==> config.mk <==
export PLATFORM = sky130hd
export DESIGN_NAME = ex_stage
export DESIGN_NICKNAME = d
export VERILOG_FILES = /design/src/rtl/ex_stage.sv
export SDC_FILE = /design/constraint.sdc
export NUM_CORES = 2
export LEC_CHECK = 0
export ABC_AREA = 1
export CAP_MARGIN = 20
export CORE_MARGIN = 3
export CORE_UTILIZATION = 57
export CTS_CLUSTER_DIAMETER = 150
export CTS_CLUSTER_SIZE = 8
export DETAILED_ROUTE_END_ITERATION = 7
export PLACE_DENSITY = 0.89
export SETUP_SLACK_MARGIN = 0.02
export SLEW_MARGIN = 20
export SYNTH_ARGS = -nofsm -noshare
export SYNTH_HDL_FRONTEND = slang
export SYNTH_SLANG_ARGS = --single-unit
==> constraint.sdc <==
create_clock -name clk -period 8.4 [get_ports clk]
set_clock_uncertainty 0.1 [all_clocks]
set_input_delay 1.26 -clock clk [delete_from_list [all_inputs] [get_ports clk]]
set_output_delay 1.26 -clock clk [all_outputs]
set_load 0.05 [all_outputs]
==> src/rtl/ex_stage.sv <==
// MIPS32 execute stage: forwarding operand muxes, single-cycle ALU, a 4-step
// iterative multiply that stalls upstream, and the EX/MEM pipeline register.
module ex_stage #(
    parameter int WIDTH = 32
) (
    input  logic             clk,
    input  logic             rst_n,
    input  logic             id_valid,
    input  logic [WIDTH-1:0] id_rs_val,
    input  logic [WIDTH-1:0] id_rt_val,
    input  logic [WIDTH-1:0] id_imm,
    input  logic [4:0]       id_shamt,
    input  logic             id_alusrc,
    input  logic [3:0]       id_aluop,
    input  logic             id_regwrite,
    input  logic             id_memread,
    input  logic             id_memwrite,
    input  logic             id_memtoreg,
    input  logic [4:0]       id_rd,
    input  logic [1:0]       FwdA,
    input  logic [1:0]       FwdB,
    input  logic             FwdM,
    input  logic [WIDTH-1:0] memwb_data,
    input  logic             ex_flush,
    output logic             ex_stall,
    output logic [WIDTH-1:0] exmem_alu,
    output logic [WIDTH-1:0] exmem_store,
    output logic [4:0]       exmem_rd,
    output logic             exmem_regwrite,
    output logic             exmem_memread,
    output logic             exmem_memwrite,
    output logic             exmem_memtoreg
);

    localparam int SW = WIDTH / 4;
    localparam logic [3:0] OP_MUL = 4'b1011;

    typedef enum logic {IDLE, BUSY} state_t;

    state_t           state_q, state_d;
    logic [1:0]       cnt_q, cnt_d;
    logic [WIDTH-1:0] a_q, a_d, b_q, b_d, acc_q, acc_d;
    logic [3:0]       mctl_q, mctl_d;
    logic [4:0]       mrd_q, mrd_d;

    logic [WIDTH-1:0] alu_q, alu_d, store_q, store_d;
    logic [4:0]       rd_q, rd_d;
    logic [3:0]       ctl_q, ctl_d;

    logic [WIDTH-1:0] op_a, raw_b, op_b, store_val, alu_res;
    logic [WIDTH-1:0] b_shr, partial, acc_sum;
    logic [SW-1:0]    b_slice;
    logic             is_mul, slt;

    always_comb begin
        case (FwdA)
            2'b00:   op_a = id_rs_val;
            2'b01:   op_a = memwb_data;
            default: op_a = exmem_alu;
        endcase
        case (FwdB)
            2'b00:   raw_b = id_rt_val;
            2'b01:   raw_b = memwb_data;
            default: raw_b = exmem_alu;
        endcase
        op_b      = id_alusrc ? id_imm : raw_b;
        store_val = FwdM ? exmem_alu : raw_b;
    end

    always_comb begin
        slt = $signed(op_a) < $signed(op_b);
        case (id_aluop)
            4'b0000: alu_res = op_a + op_b;
            4'b0001: alu_res = op_a - op_b;
            4'b0010: alu_res = op_a & op_b;
            4'b0011: alu_res = op_a | op_b;
            4'b0100: alu_res = op_a ^ op_b;
            4'b0101: alu_res = ~(op_a | op_b);
            4'b0110: alu_res = {{(WIDTH-1){1'b0}}, slt};
            4'b0111: alu_res = op_b << id_shamt;
            4'b1000: alu_res = op_b >> id_shamt;
            4'b1001: alu_res = $signed(op_b) >>> id_shamt;
            4'b1010: alu_res = op_b << 16;
            default: alu_res = '0;
        endcase
    end

    // One multiplier slice per step, weighted by its position in B.
    always_comb begin
        b_shr   = b_q >> (32'(cnt_q) * SW);
        b_slice = b_shr[SW-1:0];
        partial = (a_q * {{(WIDTH-SW){1'b0}}, b_slice}) << (32'(cnt_q) * SW);
        acc_sum = acc_q + partial;
    end

    assign is_mul   = id_valid && (id_aluop == OP_MUL);
    assign ex_stall = rst_n && !ex_flush &&
                      ((state_q == BUSY) ? (cnt_q != 2'd3) : is_mul);

    always_comb begin
        state_d = state_q;
        cnt_d   = cnt_q;
        a_d     = a_q;
        b_d     = b_q;
        acc_d   = acc_q;
        mctl_d  = mctl_q;
        mrd_d   = mrd_q;
        alu_d   = '0;
        store_d = '0;
        rd_d    = '0;
        ctl_d   = '0;
        if (ex_flush) begin
            state_d = IDLE;
            cnt_d   = '0;
            acc_d   = '0;
        end else if (state_q == BUSY) begin
            acc_d = acc_sum;
            if (cnt_q == 2'd3) begin
                state_d = IDLE;
                cnt_d   = '0;
                alu_d   = acc_sum;
                rd_d    = mrd_q;
                ctl_d   = mctl_q;
            end else begin
                cnt_d = cnt_q + 2'd1;
            end
        end else if (is_mul) begin
            // Forwarded sources move during the stall, so capture them now.
            state_d = BUSY;
            cnt_d   = '0;
            a_d     = op_a;
            b_d     = op_b;
            acc_d   = '0;
            mctl_d  = {id_regwrite, id_memread, id_memwrite, id_memtoreg};
            mrd_d   = id_rd;
        end else if (id_valid) begin
            alu_d   = alu_res;
            store_d = store_val;
            rd_d    = id_rd;
            ctl_d   = {id_regwrite, id_memread, id_memwrite, id_memtoreg};
        end
    end

    always_ff @(posedge clk or negedge rst_n) begin
        if (!rst_n) begin
            state_q <= IDLE;
            cnt_q   <= '0;
            a_q     <= '0;
            b_q     <= '0;
            acc_q   <= '0;
            mctl_q  <= '0;
            mrd_q   <= '0;
            alu_q   <= '0;
            store_q <= '0;
            rd_q    <= '0;
            ctl_q   <= '0;
        end else begin
            state_q <= state_d;
            cnt_q   <= cnt_d;
            a_q     <= a_d;
            b_q     <= b_d;
            acc_q   <= acc_d;
            mctl_q  <= mctl_d;
            mrd_q   <= mrd_d;
            alu_q   <= alu_d;
            store_q <= store_d;
            rd_q    <= rd_d;
            ctl_q   <= ctl_d;
        end
    end

    assign exmem_alu      = alu_q;
    assign exmem_store    = store_q;
    assign exmem_rd       = rd_q;
    assign exmem_regwrite = ctl_q[3];
    assign exmem_memread  = ctl_q[2];
    assign exmem_memwrite = ctl_q[1];
    assign exmem_memtoreg = ctl_q[0];

endmodule
== Word-level counts from Yosys, hierarchy flattened ==
Cells that the tools add are included.
Word-level totals
  input bits: 156
  bits in registers: 181
Cells by class
  eq/ne operators: 15
  bitwise operators: 6
  reductions and logical operators: 9
  add/sub/neg operators: 4
  shifts and indexed selects: 5
  order comparisons: 1
  multiply operators: 1
  multiplexer cells: 36
Operators with widths (count)
  $mux 32: 14
  $pmux 32 s11: 1
  $pmux 32 s2: 2
  $add 32x32->32: 2
  $shl 32x5->32: 2
  $and 32x32->32: 1
  $lt 32x32->1: 1
  $mul 32x8->32: 1
  $not 32->32: 1
  $or 32x32->32: 1
  $shr 32x5->32: 1
  $shr 32x5->8: 1
  $sshr 32x5->32: 1
  $sub 32x32->32: 1
  $xor 32x32->32: 1
  $mux 5: 5
  $mux 4: 5
  $eq 4x3->1 const B: 4
  $eq 4x4->1 const B: 4
  $eq 4x2->1 const B: 2
  $mux 2: 4
  $mux 1: 5
  $eq 2x1->1 const B: 2
  $eq 4x1->1 const B: 1
  other kinds (10): 14

== Logic depth before layout (Yosys ltp) ==
  word-level depth: 10
  mapped depth: 44
  gate-level depth less buffers: 41

== Worst setup path after synthesis ==
Ideal clock, no wire load.
  path kind: register -> register
  start: register cnt_q[0]
  end: register alu_q[30] (netlist: exmem_alu[30])
  data required time: 8222 ps
  arrival: 6837 ps
  setup slack: 1385 ps
  stages on the path, launching flop included: 39
  cell sequence: dfrtp_1 buf_2 inv_2 buf_4 nand2_1 nand3_1 nand2_1 clkbuf_1 buf_1 nor2_1 fa_1 fa_1 inv_1 fa_1 fa_1 inv_1 ha_1 nand2_1 (+3 left out) a21oi_1 o21bai_1 a21oi_1 xor2_1 nor2_1 a2bb2oi_1 ha_1 nand2_1 nor4_1 nand3_1 nand3_1 nand2_1 o211ai_1 nand2_1 nand2_1 nor2_1 nand3b_1 a21oi_1
On the way
  word-level cells in the longest chain between the ends: 7
Ends and longest elaborated chain
  from (decl): RTL line 41  | logic [1:0] cnt_q, cnt_d;
  from (signal assigned): RTL line 159  | cnt_q <= cnt_d;
  $shr 32x5->8: RTL line 90  | b_shr = b_q >> (32'(cnt_q) * SW);
  $mul 32x8->32: RTL line 92  | partial = (a_q * {{(WIDTH-SW){1'b0}}, b_slice}) << (32'(cnt_q) * SW);
  $shl 32x5->32: RTL line 92
  $add 32x32->32: RTL line 93  | acc_sum = acc_q + partial;
  $mux 32 *: RTL line 118  | if (cnt_q == 2'd3) begin
  $mux 32 *: RTL line 116  | end else if (state_q == BUSY) begin
  $mux 32 *: RTL line 112  | if (ex_flush) begin
  via alu_d[30]: RTL line 46  | logic [WIDTH-1:0] alu_q, alu_d, store_q, store_d;
  to (signal assigned): RTL line 165  | alu_q <= alu_d;
  to (decl): RTL line 46
Mark *: on every way through the listed nets, which the timed path passes. The rest lies on a longest branch.
A chain may end at the register's enable or synchronous reset.

== Worst setup path after layout ==
  start: register cnt_q[1]
  end: register alu_q[22] (netlist: exmem_alu[22])
The elaborated chain is that of the path after synthesis.

==> impl_metrics.sql <==
INSERT INTO impl_metrics (metric_group, metric, value, unit) VALUES
('synth', 'post_synth_instance_area', '0.0267', 'mm²'),
('power', 'ir_drop', '0.000723', 'V'),
('run', 'max_cap_viol_count', '0', ''),
('sta', 'final_period_utilization', '0.941', ''),
('route', 'route.final.wire_length', '130000', 'µm'),
('cts', 'clock_sink_count', '181', ''),
('sta', 'maxSlewViolCount', '0', ''),
('route', 'detail_route.iter0.violations', '5110', ''),
('synth', 'synthDominantAreaCellType', 'dfrtp_1', ''),
('setup_path', 'cp_data_arrival_time', '8.16', 'ns'),
('synth', 'synthTopCellsByArea', 'dfrtp_1, nand2_1, fa_1', ''),
('die', 'core', '0.0459', 'mm²'),
('route', 'route.detailed.wl_per_inst', '26.3', 'µm'),
('global_route', 'first_pass_grt_wire_length', '189000', 'µm'),
('power', 'pwr_density_cell', '305', 'mW/mm²'),
('global_route', 'vias_in_the_first_global_route', '30329', ''),
('setup_path', 'setup.worst_path.class', 'reg2reg', ''),
('sta', 'timing.final.hold_violations', '0', ''),
('setup_path', 'cp.required', '8.66', 'ns'),
('sta', 'finalCriticalPeriod', '7.90', 'ns'),
('synth', 'post_synth_top_flop', 'dfrtp_1', ''),
('setup_path', 'critPathTopFamily', 'adder cells', ''),
('cts', 'clock_tree.root_cell', 'clkbuf_16', ''),
('finish', 'final_stage_net_count', '4807', ''),
('cts', 'clk-insertion-delay-late', '0.51', 'ns'),
('finish', 'postLayoutCoreUtil', '0.657', ''),
('power', 'leakagePower', '15.1', 'nW'),
('route', 'num_vias', '32319', ''),
('route', 'detail_route.first_pass.iterations', '8', ''),
('setup_path', 'worst_setup_path_end_kind', 'flop', ''),
('setup_path', 'critical_path.startpoint_type', 'flop', ''),
('synth', 'syn-instance-count', '4204', ''),
('cts', 'cts_max_path_buffers', '2', ''),
('global_route', 'grt_overflow', '0', ''),
('synth', 'post_syn_area_per_cell', '6.36', 'µm²'),
('route', 'route.antenna.remaining_nets', '0', ''),
('finish', 'layout-drive-gt1-share', '0.0443', ''),
('synth', 'share_of_synthesized_area_occupied_by_flip_flops_and_latches', '0.169', ''),
('setup_path', 'path_max_fanout', '6', ''),
('status', 'status', 'finished, violations left', ''),
('synth', 'yosys.cell_types.count', '57', ''),
('route', 'remaining_routing_drc_violations', '5', ''),
('sta', 'post-route-worst-setup-slack', '0.499', 'ns'),
('synth', 'ys_seq_elements', '181', ''),
('global_route', 'grt_use_total', '0.509', ''),
('synth', 'asyncSetResetFlopFracSynth', '1.00', ''),
('min_path', 'timing.hold.worst.class', 'reg2reg', ''),
('sta', 'timing.fmax', '127', 'MHz'),
('synth', 'ys_warns', '0', ''),
('power', 'post_layout_total_power', '9.19', 'mW'),
('sta', 'worstMarginPinSlew', '1.20', 'ns'),
('place', 'gp_congestion', '1.13', ''),
('setup_path', 'crit_path_top_delay_cell', 'fa_1', ''),
('cts', 'htree_levels', '4', ''),
('finish', 'area.sequential', '0.00453', 'mm²'),
('setup_path', 'worstPathBufferInverterCount', '6', ''),
('die', 'die_height', '223', 'µm'),
('place', 'port-buffer-count', '229', ''),
('synth', 'synthDominantCellAreaShare', '0.169', ''),
('sta', 'timing.slew.headroom', '0.198', ''),
('place', 'post-dp-hpwl', '101000', 'µm'),
('setup_path', 'critical_path.max_stage_delay', '0.52', 'ns'),
('cts', 'path_clk_slew', '0.08', 'ns'),
('die', 'row_count', '78', ''),
('sta', 'final-setup-viol-count', '0', ''),
('die', 'dieArea', '0.0496', 'mm²'),
('finish', 'multi_input_area', '0.0192', 'mm²'),
('synth', 'post_synthesis_net_count', '4690', ''),
('global_route', 'grt_start_max_net_pins', '90', ''),
('status', 'violations', 'design-rule violations', ''),
('synth', 'synth_enable_flop_cells', '0', ''),
('finish', 'area_growth', '12.7', '%'),
('die', 'die_w', '223', 'µm'),
('route', 'routed_via_density', '6.53', ''),
('sta', 'fin_setup_tns', '0', 'ns'),
('cts', 'cts_tree', 'built', ''),
('global_route', 'grt_antenna_before_repair', '16', ''),
('die', 'boundaryPins', '230', ''),
('place', 'place_ws', '0.385', 'ns'),
('sta', 'worst_hold_slack', '0.387', 'ns'),
('cts', 'cts_buffers', '17', ''),
('die', 'floorplan.initialDensity', '0.583', ''),
('sta', 'grt_setup_unrepaired', 'false', ''),
('finish', 'fillerInstances', '4207', '');
cell usage after synthesis (all sizes together), types with 49 or more instances:
master,instances
inv,583
nand3,508
buf,67
o21ai,263
dfrtp,181
fa,159
nor2,398
clkbuf,132
nand2,1034
ha,171
a21oi,270
nor3,49
power breakdown:
| part | leakage, nW | internal, mW | switching, mW |
|---|---|---|---|
| registers | 2.41 | 0.967 | 0.0967 |
| clock network | 0.276 | 0.401 | 0.462 |
| logic | 12.4 | 2.29 | 4.97 |
| total | 15.1 | 3.65 | 5.53 |
routing by layer:
metal,track usage,wire [µm]
met1,0.617,44900
met5,0,154
met3,0.171,18700
met2,0.739,53200
met4,0.404,13100
path summary, 6_finish.rpt:
check | slack (ns) | cells past startpoint | start | to
hold / removal | 0.39 | 2 | mrd_q[1] | mrd_q[1]
hold reg to reg | 0.39 | 2 | mrd_q[1] | mrd_q[1]
max in group asynchronous | 6.21 | 2 | rst_n | b_q[23]
setup reg to reg | 0.50 | 31 | cnt_q[1] | exmem_alu[22]
setup / recovery | 0.50 | 31 | cnt_q[1] | exmem_alu[22]
min in group asynchronous | 0.59 | 1 | rst_n | acc_q[16]
sequential cells by signal, summed over array words and instances (netlist names):
signal / flops
cnt_q: 2
mrd_q: 5
mctl_q: 4
exmem_alu: 32
state_q: 1
a_q: 32
exmem_store: 32
ctl_q: 4
exmem_rd: 5
acc_q: 32
b_q: 32
layout make-up:
class                   instances  share of cell area
diodes                         18             0.00149
repair buffers                297              0.0928
flip-flops and latches        181               0.150
well taps                     600              0.0249
multi-input cells            3229               0.637
clock inverters                13             0.00432
inverters                     595              0.0742
clock buffers                  19              0.0147
through the flow:
| step | area, µm² | cells |
|---|---|---|
| after floorplan | 26700 | 4204 |
| after global placement | 29500 | 4902 |
| after detailed placement | 29500 | 4902 |
| after CTS | 30100 | 4934 |
| after global routing | 30100 | 4938 |
| final | 30100 | 4952 |
logic make-up after synthesis:
logic type                 after synthesis  share of synthesized area
muxes                                    1                   0.000374
xor gates and xnor gates                44                     0.0144
and+or+nand+nor                       2068                      0.326
DFF                                    181                      0.169
adders and majority gates              330                      0.199
AOI/OAI and AO/OA                      786                      0.177
buffers and inverters                  794                      0.114
what timing repair did:
item                                    4_1_cts  5_1_grt
resized for setup                             0        9
hold buffers                                  0        0
endpoints found under the setup margin        0       14
buffers inserted                              0        0
cells in the final DEF (no fill, tap or decap), drive strengths merged, types with 39 or more instances in the layout:
cell type and instances:
buf 73, clkdlybuf4s50 223, ha 171, nand3 508, fa 159, a21oi 270
nand4 39, nor3 49, inv 589, o21ai 263, nand2 1034, nor2 398
dfrtp 181
worst reg2reg max path: cells and delay by family, from the launching register on:
| kind | cells | cell delay [ns] |
|---|---|---|
| AO/OA/AOI/OAI | 8 | 1.89 |
| buffers and inverters | 6 | 0.86 |
| AND/OR/NAND/NOR | 10 | 1.62 |
| flip-flops | 1 | 0.37 |
| XOR/XNOR | 1 | 0.23 |
| adder cells (fa/ha/maj) | 6 | 2.71 |
(Power assumes the default switching activity.)
